$ cat src/rtl/mem_access_unit_pkg.sv
// Shared types and constants for the vector ASIP memory stage.
// Holds the FSM state encoding, lane geometry and the default RAM address width.
// Imported by the interface, the lane buffer and the top level.
package mem_access_pkg;

    localparam int LANES      = 4;
    localparam int WORD_W     = 32;
    localparam int VEC_W      = 128;
    localparam int ADDR_W_DEF = 16;

    typedef enum logic [1:0] {
        IDLE  = 2'd0,
        LOAD  = 2'd1,
        STORE = 2'd2
    } mau_state_t;

endpackage

$ cat src/rtl/mem_access_unit_if.sv
// Bundle between the EX/MEM register, the data RAM, the MEM/WB register and the memory stage.
// slave = memory stage view, master = surrounding pipeline/RAM view.
// stall_cnt exists only when MEM_STALL_CNT_EN is defined.
interface mem_access_unit_if
    import mem_access_pkg::*;
#(
    parameter int ADDR_W = ADDR_W_DEF
);

    logic              rmem;
    logic              wmem;
    logic              wreg;
    logic [VEC_W-1:0]  alu_res;
    logic [VEC_W-1:0]  st_data;
    logic [3:0]        dest;
    logic              vf;
    logic [ADDR_W-1:0] mem_addr;
    logic              mem_re;
    logic              mem_we;
    logic [WORD_W-1:0] mem_wdata;
    logic [WORD_W-1:0] mem_rdata;
    logic              stall;
    logic              wb_wreg;
    logic [VEC_W-1:0]  wb_data;
    logic [3:0]        wb_dest;
    logic              wb_vf;
`ifdef MEM_STALL_CNT_EN
    logic [31:0]       stall_cnt;
`endif

    modport slave (
        input  rmem, wmem, wreg, alu_res, st_data, dest, vf, mem_rdata,
`ifdef MEM_STALL_CNT_EN
        output stall_cnt,
`endif
        output mem_addr, mem_re, mem_we, mem_wdata, stall,
        output wb_wreg, wb_data, wb_dest, wb_vf
    );

    modport master (
        output rmem, wmem, wreg, alu_res, st_data, dest, vf, mem_rdata,
`ifdef MEM_STALL_CNT_EN
        input  stall_cnt,
`endif
        input  mem_addr, mem_re, mem_we, mem_wdata, stall,
        input  wb_wreg, wb_data, wb_dest, wb_vf
    );

endinterface

$ cat src/rtl/mem_access_unit_vec_lane_buffer.sv
// 128-bit load assembly register, written one 32-bit lane at a time.
// Latency: a lane write is visible on buf_o the cycle after the strobe.
// No backpressure; clr_i has priority over wr_i.
module vec_lane_buffer
    import mem_access_pkg::*;
(
    input  logic              clk,
    input  logic              rst,
    input  logic              clr_i,
    input  logic              wr_i,
    input  logic [1:0]        sel_i,
    input  logic [WORD_W-1:0] wdat_i,
    output logic [VEC_W-1:0]  buf_o
);

    logic [VEC_W-1:0] buf_q;
    logic [VEC_W-1:0] buf_d;

    // Clear for a new load, otherwise drop the incoming word into its lane
    always_comb begin
        buf_d = buf_q;
        if (clr_i) begin
            buf_d = '0;
        end else if (wr_i) begin
            buf_d[WORD_W*sel_i +: WORD_W] = wdat_i;
        end
    end

    // Assembly register
    always_ff @(posedge clk or posedge rst) begin
        if (rst) begin
            buf_q <= '0;
        end else begin
            buf_q <= buf_d;
        end
    end

    assign buf_o = buf_q;

endmodule

$ cat src/rtl/mem_access_unit.sv
// Memory stage: scalar 1-beat / vector 4-beat loads and stores on a 32-bit synchronous RAM.
// Latency: ALU and scalar store 1 cycle, vector store 4, load N+1 to wb_*; stall held while beats remain.
// Optional MEM_STALL_CNT_EN adds a saturating count of stalled cycles on stall_cnt.
module mem_access_unit
    import mem_access_pkg::*;
#(
    parameter int ADDR_W = ADDR_W_DEF
) (
    input  logic             clk,
    input  logic             rst,
    mem_access_unit_if.slave bus
);

    mau_state_t        state_q, state_d;
    logic [2:0]        beat_q, beat_d;
    logic [ADDR_W-1:0] base_q, base_d;
    logic [3:0]        dest_q, dest_d;
    logic              wreg_q, wreg_d;
    logic              vf_q, vf_d;
    logic [VEC_W-1:0]  st_data_q, st_data_d;

    logic              wb_wreg_q, wb_wreg_d;
    logic [VEC_W-1:0]  wb_data_q, wb_data_d;
    logic [3:0]        wb_dest_q, wb_dest_d;
    logic              wb_vf_q, wb_vf_d;

    logic [ADDR_W-1:0] mem_addr;
    logic              mem_re;
    logic              mem_we;
    logic [WORD_W-1:0] mem_wdata;
    logic              stall;

    logic              lb_clr;
    logic              lb_wr;
    logic [1:0]        lb_sel;
    logic [VEC_W-1:0]  lb_buf;
    logic [VEC_W-1:0]  load_vec;

    logic [ADDR_W-1:0] in_base;
    logic [2:0]        n_beats;

    assign in_base = bus.alu_res[ADDR_W-1:0];
    assign n_beats = vf_q ? 3'(LANES) : 3'd1;

    vec_lane_buffer u_lane_buf (
        .clk    (clk),
        .rst    (rst),
        .clr_i  (lb_clr),
        .wr_i   (lb_wr),
        .sel_i  (lb_sel),
        .wdat_i (bus.mem_rdata),
        .buf_o  (lb_buf)
    );

    // Final load beat: the last word is still on mem_rdata, so merge it in front of the buffer
    always_comb begin
        load_vec = lb_buf;
        load_vec[WORD_W*lb_sel +: WORD_W] = bus.mem_rdata;
    end

    // Next state, beat sequencing and memory-port muxing
    always_comb begin
        state_d   = state_q;
        beat_d    = beat_q;
        base_d    = base_q;
        dest_d    = dest_q;
        wreg_d    = wreg_q;
        vf_d      = vf_q;
        st_data_d = st_data_q;
        wb_wreg_d = wb_wreg_q;
        wb_data_d = wb_data_q;
        wb_dest_d = wb_dest_q;
        wb_vf_d   = wb_vf_q;
        mem_addr  = '0;
        mem_re    = 1'b0;
        mem_we    = 1'b0;
        mem_wdata = '0;
        stall     = 1'b0;
        lb_clr    = 1'b0;
        lb_wr     = 1'b0;
        lb_sel    = beat_q[1:0] - 2'd1;

        unique case (state_q)
            IDLE: begin
                if (bus.rmem) begin
                    // Load wins over a simultaneous store request
                    mem_re    = 1'b1;
                    mem_addr  = in_base;
                    stall     = 1'b1;
                    base_d    = in_base;
                    dest_d    = bus.dest;
                    wreg_d    = bus.wreg;
                    vf_d      = bus.vf;
                    beat_d    = 3'd1;
                    wb_wreg_d = 1'b0;
                    lb_clr    = 1'b1;
                    state_d   = LOAD;
                end else if (bus.wmem) begin
                    mem_we    = 1'b1;
                    mem_addr  = in_base;
                    mem_wdata = bus.st_data[WORD_W-1:0];
                    wb_wreg_d = 1'b0;
                    if (bus.vf) begin
                        stall     = 1'b1;
                        base_d    = in_base;
                        st_data_d = bus.st_data;
                        beat_d    = 3'd1;
                        state_d   = STORE;
                    end
                end else begin
                    wb_wreg_d = bus.wreg;
                    wb_data_d = bus.alu_res;
                    wb_dest_d = bus.dest;
                    wb_vf_d   = bus.vf;
                end
            end
            LOAD: begin
                lb_wr = 1'b1;
                if (beat_q < n_beats) begin
                    mem_re   = 1'b1;
                    mem_addr = base_q + ADDR_W'(beat_q);
                    stall    = 1'b1;
                    beat_d   = beat_q + 3'd1;
                end else begin
                    wb_wreg_d = wreg_q;
                    wb_data_d = load_vec;
                    wb_dest_d = dest_q;
                    wb_vf_d   = vf_q;
                    beat_d    = 3'd0;
                    state_d   = IDLE;
                end
            end
            STORE: begin
                mem_we    = 1'b1;
                mem_addr  = base_q + ADDR_W'(beat_q);
                mem_wdata = st_data_q[WORD_W*beat_q[1:0] +: WORD_W];
                stall     = (beat_q < 3'(LANES - 1));
                if (beat_q == 3'(LANES - 1)) begin
                    beat_d  = 3'd0;
                    state_d = IDLE;
                end else begin
                    beat_d = beat_q + 3'd1;
                end
            end
            default: begin
                state_d = IDLE;
                beat_d  = 3'd0;
            end
        endcase

        // Reset silences the RAM port and stall immediately, not just at the next edge
        if (rst) begin
            mem_addr  = '0;
            mem_re    = 1'b0;
            mem_we    = 1'b0;
            mem_wdata = '0;
            stall     = 1'b0;
        end
    end

    // State, latched operands and write-back registers
    always_ff @(posedge clk or posedge rst) begin
        if (rst) begin
            state_q   <= IDLE;
            beat_q    <= '0;
            base_q    <= '0;
            dest_q    <= '0;
            wreg_q    <= 1'b0;
            vf_q      <= 1'b0;
            st_data_q <= '0;
            wb_wreg_q <= 1'b0;
            wb_data_q <= '0;
            wb_dest_q <= '0;
            wb_vf_q   <= 1'b0;
        end else begin
            state_q   <= state_d;
            beat_q    <= beat_d;
            base_q    <= base_d;
            dest_q    <= dest_d;
            wreg_q    <= wreg_d;
            vf_q      <= vf_d;
            st_data_q <= st_data_d;
            wb_wreg_q <= wb_wreg_d;
            wb_data_q <= wb_data_d;
            wb_dest_q <= wb_dest_d;
            wb_vf_q   <= wb_vf_d;
        end
    end

`ifdef MEM_STALL_CNT_EN
    logic [31:0] stall_cnt_q, stall_cnt_d;

    // Saturating stall-cycle count
    always_comb begin
        stall_cnt_d = stall_cnt_q;
        if (stall && (stall_cnt_q != 32'hFFFF_FFFF)) begin
            stall_cnt_d = stall_cnt_q + 32'd1;
        end
    end

    // Stall counter register
    always_ff @(posedge clk or posedge rst) begin
        if (rst) begin
            stall_cnt_q <= '0;
        end else begin
            stall_cnt_q <= stall_cnt_d;
        end
    end

    assign bus.stall_cnt = stall_cnt_q;
`endif

    assign bus.mem_addr  = mem_addr;
    assign bus.mem_re    = mem_re;
    assign bus.mem_we    = mem_we;
    assign bus.mem_wdata = mem_wdata;
    assign bus.stall     = stall;
    assign bus.wb_wreg   = wb_wreg_q;
    assign bus.wb_data   = wb_data_q;
    assign bus.wb_dest   = wb_dest_q;
    assign bus.wb_vf     = wb_vf_q;

endmodule

$ cat src/flat_wrapper.sv
// flat-port wrapper written by rule: the top's interface ports become plain ports
module mem_access_unit_flat import mem_access_pkg::*;
#(
    parameter int ADDR_W = ADDR_W_DEF
)
  (clk, rst, bus_rmem, bus_wmem, bus_wreg, bus_alu_res, bus_st_data, bus_dest, bus_vf, bus_mem_rdata, bus_mem_addr, bus_mem_re, bus_mem_we, bus_mem_wdata, bus_stall, bus_wb_wreg, bus_wb_data, bus_wb_dest, bus_wb_vf);
  mem_access_unit_if #(.ADDR_W(ADDR_W)) bus_i ();
  input  logic clk;
  input  logic rst;
  input wire logic [$bits(bus_i.rmem)-1:0] bus_rmem;
  input wire logic [$bits(bus_i.wmem)-1:0] bus_wmem;
  input wire logic [$bits(bus_i.wreg)-1:0] bus_wreg;
  input wire logic [$bits(bus_i.alu_res)-1:0] bus_alu_res;
  input wire logic [$bits(bus_i.st_data)-1:0] bus_st_data;
  input wire logic [$bits(bus_i.dest)-1:0] bus_dest;
  input wire logic [$bits(bus_i.vf)-1:0] bus_vf;
  input wire logic [$bits(bus_i.mem_rdata)-1:0] bus_mem_rdata;
  output wire logic [$bits(bus_i.mem_addr)-1:0] bus_mem_addr;
  output wire logic [$bits(bus_i.mem_re)-1:0] bus_mem_re;
  output wire logic [$bits(bus_i.mem_we)-1:0] bus_mem_we;
  output wire logic [$bits(bus_i.mem_wdata)-1:0] bus_mem_wdata;
  output wire logic [$bits(bus_i.stall)-1:0] bus_stall;
  output wire logic [$bits(bus_i.wb_wreg)-1:0] bus_wb_wreg;
  output wire logic [$bits(bus_i.wb_data)-1:0] bus_wb_data;
  output wire logic [$bits(bus_i.wb_dest)-1:0] bus_wb_dest;
  output wire logic [$bits(bus_i.wb_vf)-1:0] bus_wb_vf;
  assign bus_i.rmem = bus_rmem;
  assign bus_i.wmem = bus_wmem;
  assign bus_i.wreg = bus_wreg;
  assign bus_i.alu_res = bus_alu_res;
  assign bus_i.st_data = bus_st_data;
  assign bus_i.dest = bus_dest;
  assign bus_i.vf = bus_vf;
  assign bus_i.mem_rdata = bus_mem_rdata;
  assign bus_mem_addr = bus_i.mem_addr;
  assign bus_mem_re = bus_i.mem_re;
  assign bus_mem_we = bus_i.mem_we;
  assign bus_mem_wdata = bus_i.mem_wdata;
  assign bus_stall = bus_i.stall;
  assign bus_wb_wreg = bus_i.wb_wreg;
  assign bus_wb_data = bus_i.wb_data;
  assign bus_wb_dest = bus_i.wb_dest;
  assign bus_wb_vf = bus_i.wb_vf;
  mem_access_unit #(.ADDR_W(ADDR_W)) u_core (.clk(clk), .rst(rst), .bus(bus_i));
endmodule
$ cat config.mk
export PLATFORM = sky130hd
export DESIGN_NAME = mem_access_unit_flat
export DESIGN_NICKNAME = d
export VERILOG_FILES = /design/src/rtl/mem_access_unit_pkg.sv /design/src/rtl/mem_access_unit_if.sv /design/src/rtl/mem_access_unit_vec_lane_buffer.sv /design/src/rtl/mem_access_unit.sv /design/src/flat_wrapper.sv
export SDC_FILE = /design/constraint.sdc
export NUM_CORES = 1
export LEC_CHECK = 0
export BUFFER_PORTS_ARGS = -buffer_cell sky130_fd_sc_hd__buf_4
export CORE_MARGIN = 2
export CORE_UTILIZATION = 58
export DETAILED_ROUTE_END_ITERATION = 16
export GPL_ROUTABILITY_DRIVEN = 0
export GPL_TIMING_DRIVEN = 0
export MAX_ROUTING_LAYER = met4
export PLACE_DENSITY = 0.83
export SYNTH_ARGS = -nofsm -noshare
export SYNTH_HDL_FRONTEND = slang
export SYNTH_SLANG_ARGS = --single-unit
$ cat constraint.sdc
create_clock -name clk -period 19.5 [get_ports clk]
set_input_delay 1.95 -clock clk [delete_from_list [all_inputs] [get_ports clk]]
set_output_delay 1.95 -clock clk [all_outputs]
set_load 0.005 [all_outputs]
==> results.md <==
* # Max-Cap Violations at 0
* Die Area at 35600 µm²
* Setup Fix Bufs, Post-CTS at 0
* Critical path origin: bus_rmem
* Final Slew Violations at 0
* Maximum clock frequency at 169 MHz
* Placement row count at 67
* Die Span X at between 150 and 200 µm
* Startpoint Class: primary input
* Cell family with most CP delay: buffers and inverters
* Critical Path RT at 17.55 ns
* Die Ht at between 150 and 200 µm
* Synthesized netlist cell count at between 1.5k and 2k
* Slowest cell on the critical path: clkbuf_1
* Final setup fails at 0
* Post-DP HPWL at a little over 50 mm
* Clock-pin slew on the worst setup and hold paths at roughly 0.06 ns
* I/O Buffers at a little under 500
* Via count at around 18k
* Most frequent cells in the layout: 487 x buf_4, 417 x dfrtp_1, 266 x a21oi_1, 176 x nor2_1, 155 x nand2_1
* # resized after CTS at 0
* Pre-CTS setup slack at ~14 ns
* Top cell by count, worst path: clkbuf_1
* Setup Skew at about 0.015 ns
* DR WL/cell at ~24 µm
* Min Tclk post-route at between 5 and 6 ns
* Pin count of the biggest net entering global routing at roughly 140
* Clock insertion delay at the later pin of the skew report at 0.54 ns
* Netlist cell types at 45
* FF-to-FF End: u_core.bus.wb_data[59]
* CP max stage delay at around 0.57 ns
* H-tree Lvls at 2
* Worst reg-to-reg path cell count at 11
* Crit-path max FO at 10
* Vias in the first global route at about 18k
* Status: finished, final reports clean
* Number of buffers and inverters on the critical path at 4
* FF-to-FF Start: u_core.beat_q[1]
* First-pass GRT wire length at about 100 mm
* WP data arrival at slightly below 4 ns
* Static leakage at around 0.012 µW
* Hold WC Path Type: reg -> reg
* CTS Root Cell: clkbuf_16
* Share of layout cells above drive strength 1 at 0.325
* Post-route DRC at 0
* Actual slew at the worst max-slew pin at 1.06 ns
* Antenna violations before repair at 5
* Most common cell after layout, fill and taps aside: buf_4
* Via-to-Cell Ratio at about 6
* Final setup margin at ~14 ns
* Drt first pass iters at 8
* Fin Setup TNS at 0 ns
* Placed Cells at between 2k and 3k
* Syn Area/Cell at between 10 and 15 µm²
* Power Dens Cells at roughly 160 nW/µm²
* Cell Count, Final, Fillers Out at 2881
* Hold-fix buffers, CTS at 0
* Syn Nets at approximately 2.2k
* Starting Density at 0.589
* Grt total ovfl at 0
* Yosys warns at 0
* CP Cell Sequence: buf_2 > nand2_1 > clkbuf_1 > clkbuf_1 > a21oi_1 > buf_4
* WHS Endpoint: u_core.bus.wb_data[16]
* Clock tree buffer depth at 3
* Critical path endpoint category: primary output
* CTS tree: yes
* Synthesized cell area at just under 20000 µm²
* RSZ-0062 raised after global routing: no
* Rel. slew slack at 0.278
* Final layout net count at between 2k and 3k
* Post-Route Utilization at 0.758
* FF+latch count, synth at approximately 420
* Num CTS Buffers at between 40 and 50
* Post-DRT Antenna Nets at 0
* Sink Count at 417
* Crit path kind: in -> out
* 1st-iter DRT viols at roughly 1.5k
* Period utilisation layout at 0.304
* Worst Hold Launch: u_core.bus.wb_data[16]
* Core Region at roughly 34000 µm²
* Final hold viol count at 0
* IO Count at approximately 480
* Maximum VDD drop at approximately 100 µV
* Drt total wl at about 68 mm
* Area Overhead vs Synth at 28.6%
* R2R setup slack at 15.57 ns
* Hold Path Depth at 2
* GRT Util Overall at 0.388
* Post-synthesis sequential area ratio at 0.527
-- layout make-up --
cell class / instances / area (µm²)
antenna: 5 / 12.5
fill: 2204 / 8150
multi-input combinational: 1288 / 8540
clock inverter: 7 / 63.8
clock buffer: 70 / 1320
timing repair buffer: 484 / 3690
tap: 448 / 561
inverter: 9 / 41.3
sequential: 417 / 10400
buffer: 153 / 802
-- worst register-to-register path, cell delays in order (launching register included) --
cell      delay, ns
dfrtp_1        0.46
buf_2          0.30
buf_1          0.58
inv_1          0.31
ha_1           0.51
nor4bb_1       0.36
clkbuf_1       0.36
clkbuf_1       0.42
a21oi_1        0.14
nor2_1         0.20
a21oi_1        0.07
o21ai_1        0.13
-- synth_stat cells (all sizes together) --
library cell,instances,share of area
a2111oi,1,0.00044
a211oi,1,0.00038
a21oi,266,0.067
a22o,1,0.00044
a22oi,38,0.014
a31o,128,0.057
and2,1,0.00032
and3,2,0.00063
and4,3,0.0013
buf,62,0.023
clkbuf,91,0.017
dfrtp,417,0.53
fa,1,0.0010
ha,12,0.0076
inv,9,0.0017
mux2,148,0.084
mux2i,5,0.0025
mux4,32,0.036
nand2,156,0.030
nand2b,3,0.00095
nand3,3,0.00076
nand4,1,0.00032
nor2,177,0.034
nor2b,132,0.042
nor3,2,0.00076
nor4,1,0.00032
nor4b,2,0.0020
nor4bb,2,0.0010
o2111ai,1,0.00044
o21a,1,0.00038
o21ai,150,0.038
o31a,1,0.00044
or2,1,0.00032
or3,2,0.00063
xnor2,10,0.0044
xor2,4,0.0018
-- state kept, by name (all words and copies together) (netlist names) --
| register | count |
|---|---|
| u_core.bus.wb_data | 128 |
| u_core.state_q | 2 |
| u_core.st_data_q | 128 |
| u_core.u_lane_buf.buf_o | 128 |
| u_core.bus.wb_dest | 4 |
| u_core.wreg_q | 1 |
| u_core.dest_q | 4 |
| u_core.beat_q | 3 |
| u_core.bus.wb_vf | 1 |
| u_core.bus.wb_wreg | 1 |
| u_core.base_q | 16 |
| u_core.vf_q | 1 |
-- per-stage QoR --
step	area (µm²)	total power (µW)	hold WS, ns
2_1_floorplan	19800	2430	0.459
3_3_place_gp	24000	3040	0.468
3_5_place_dp	24100	3120	0.476
4_1_cts	25500	3940	0.490
5_1_grt	25500	4160	0.504
6_report	25500	3960	0.487
-- where the power goes --
part / total (µW) / internal, µW / leakage, µW / switching (µW)
clock network: 815 / 475 / 0.000682 / 340
logic: 1720 / 757 / 0.00584 / 965
registers: 1420 / 1210 / 0.00534 / 211
total: 3960 / 2440 / 0.0119 / 1520
-- how the worst max path moves through the flow --
stage | depth (start not counted) | to
2_1_floorplan | 3 | bus_stall
3_3_place_gp | 5 | bus_mem_addr[4]
3_5_place_dp | 6 | bus_mem_re
4_1_cts | 6 | bus_mem_re
5_1_grt | 6 | bus_mem_re
6_report | 6 | bus_mem_re
-- cell families (layout without fill, tap and decap cells) --
kind of cell    after synthesis  after routing  share of synthesized area
compound gates              588            588                      0.179
simple gates                488            488                      0.114
flops                       417            417                      0.527
mux                         185            185                      0.123
buf+inv                     162            723                     0.0422
xor+xnor                     14             14                    0.00619
fa+ha+maj                    13             13                    0.00859
other cells                   0              5                          0
-- metal layers --
metal / vias to the layer above / track usage / wire length, µm
met5: - / - / 0
met4: 0 / 0.217 / 4390
met3: 238 / 0.0859 / 6580
met2: 977 / 0.633 / 33200
met1: 8672 / 0.446 / 23800
li1: 7672 / - / -
Power figures use the tool's default switching activity.
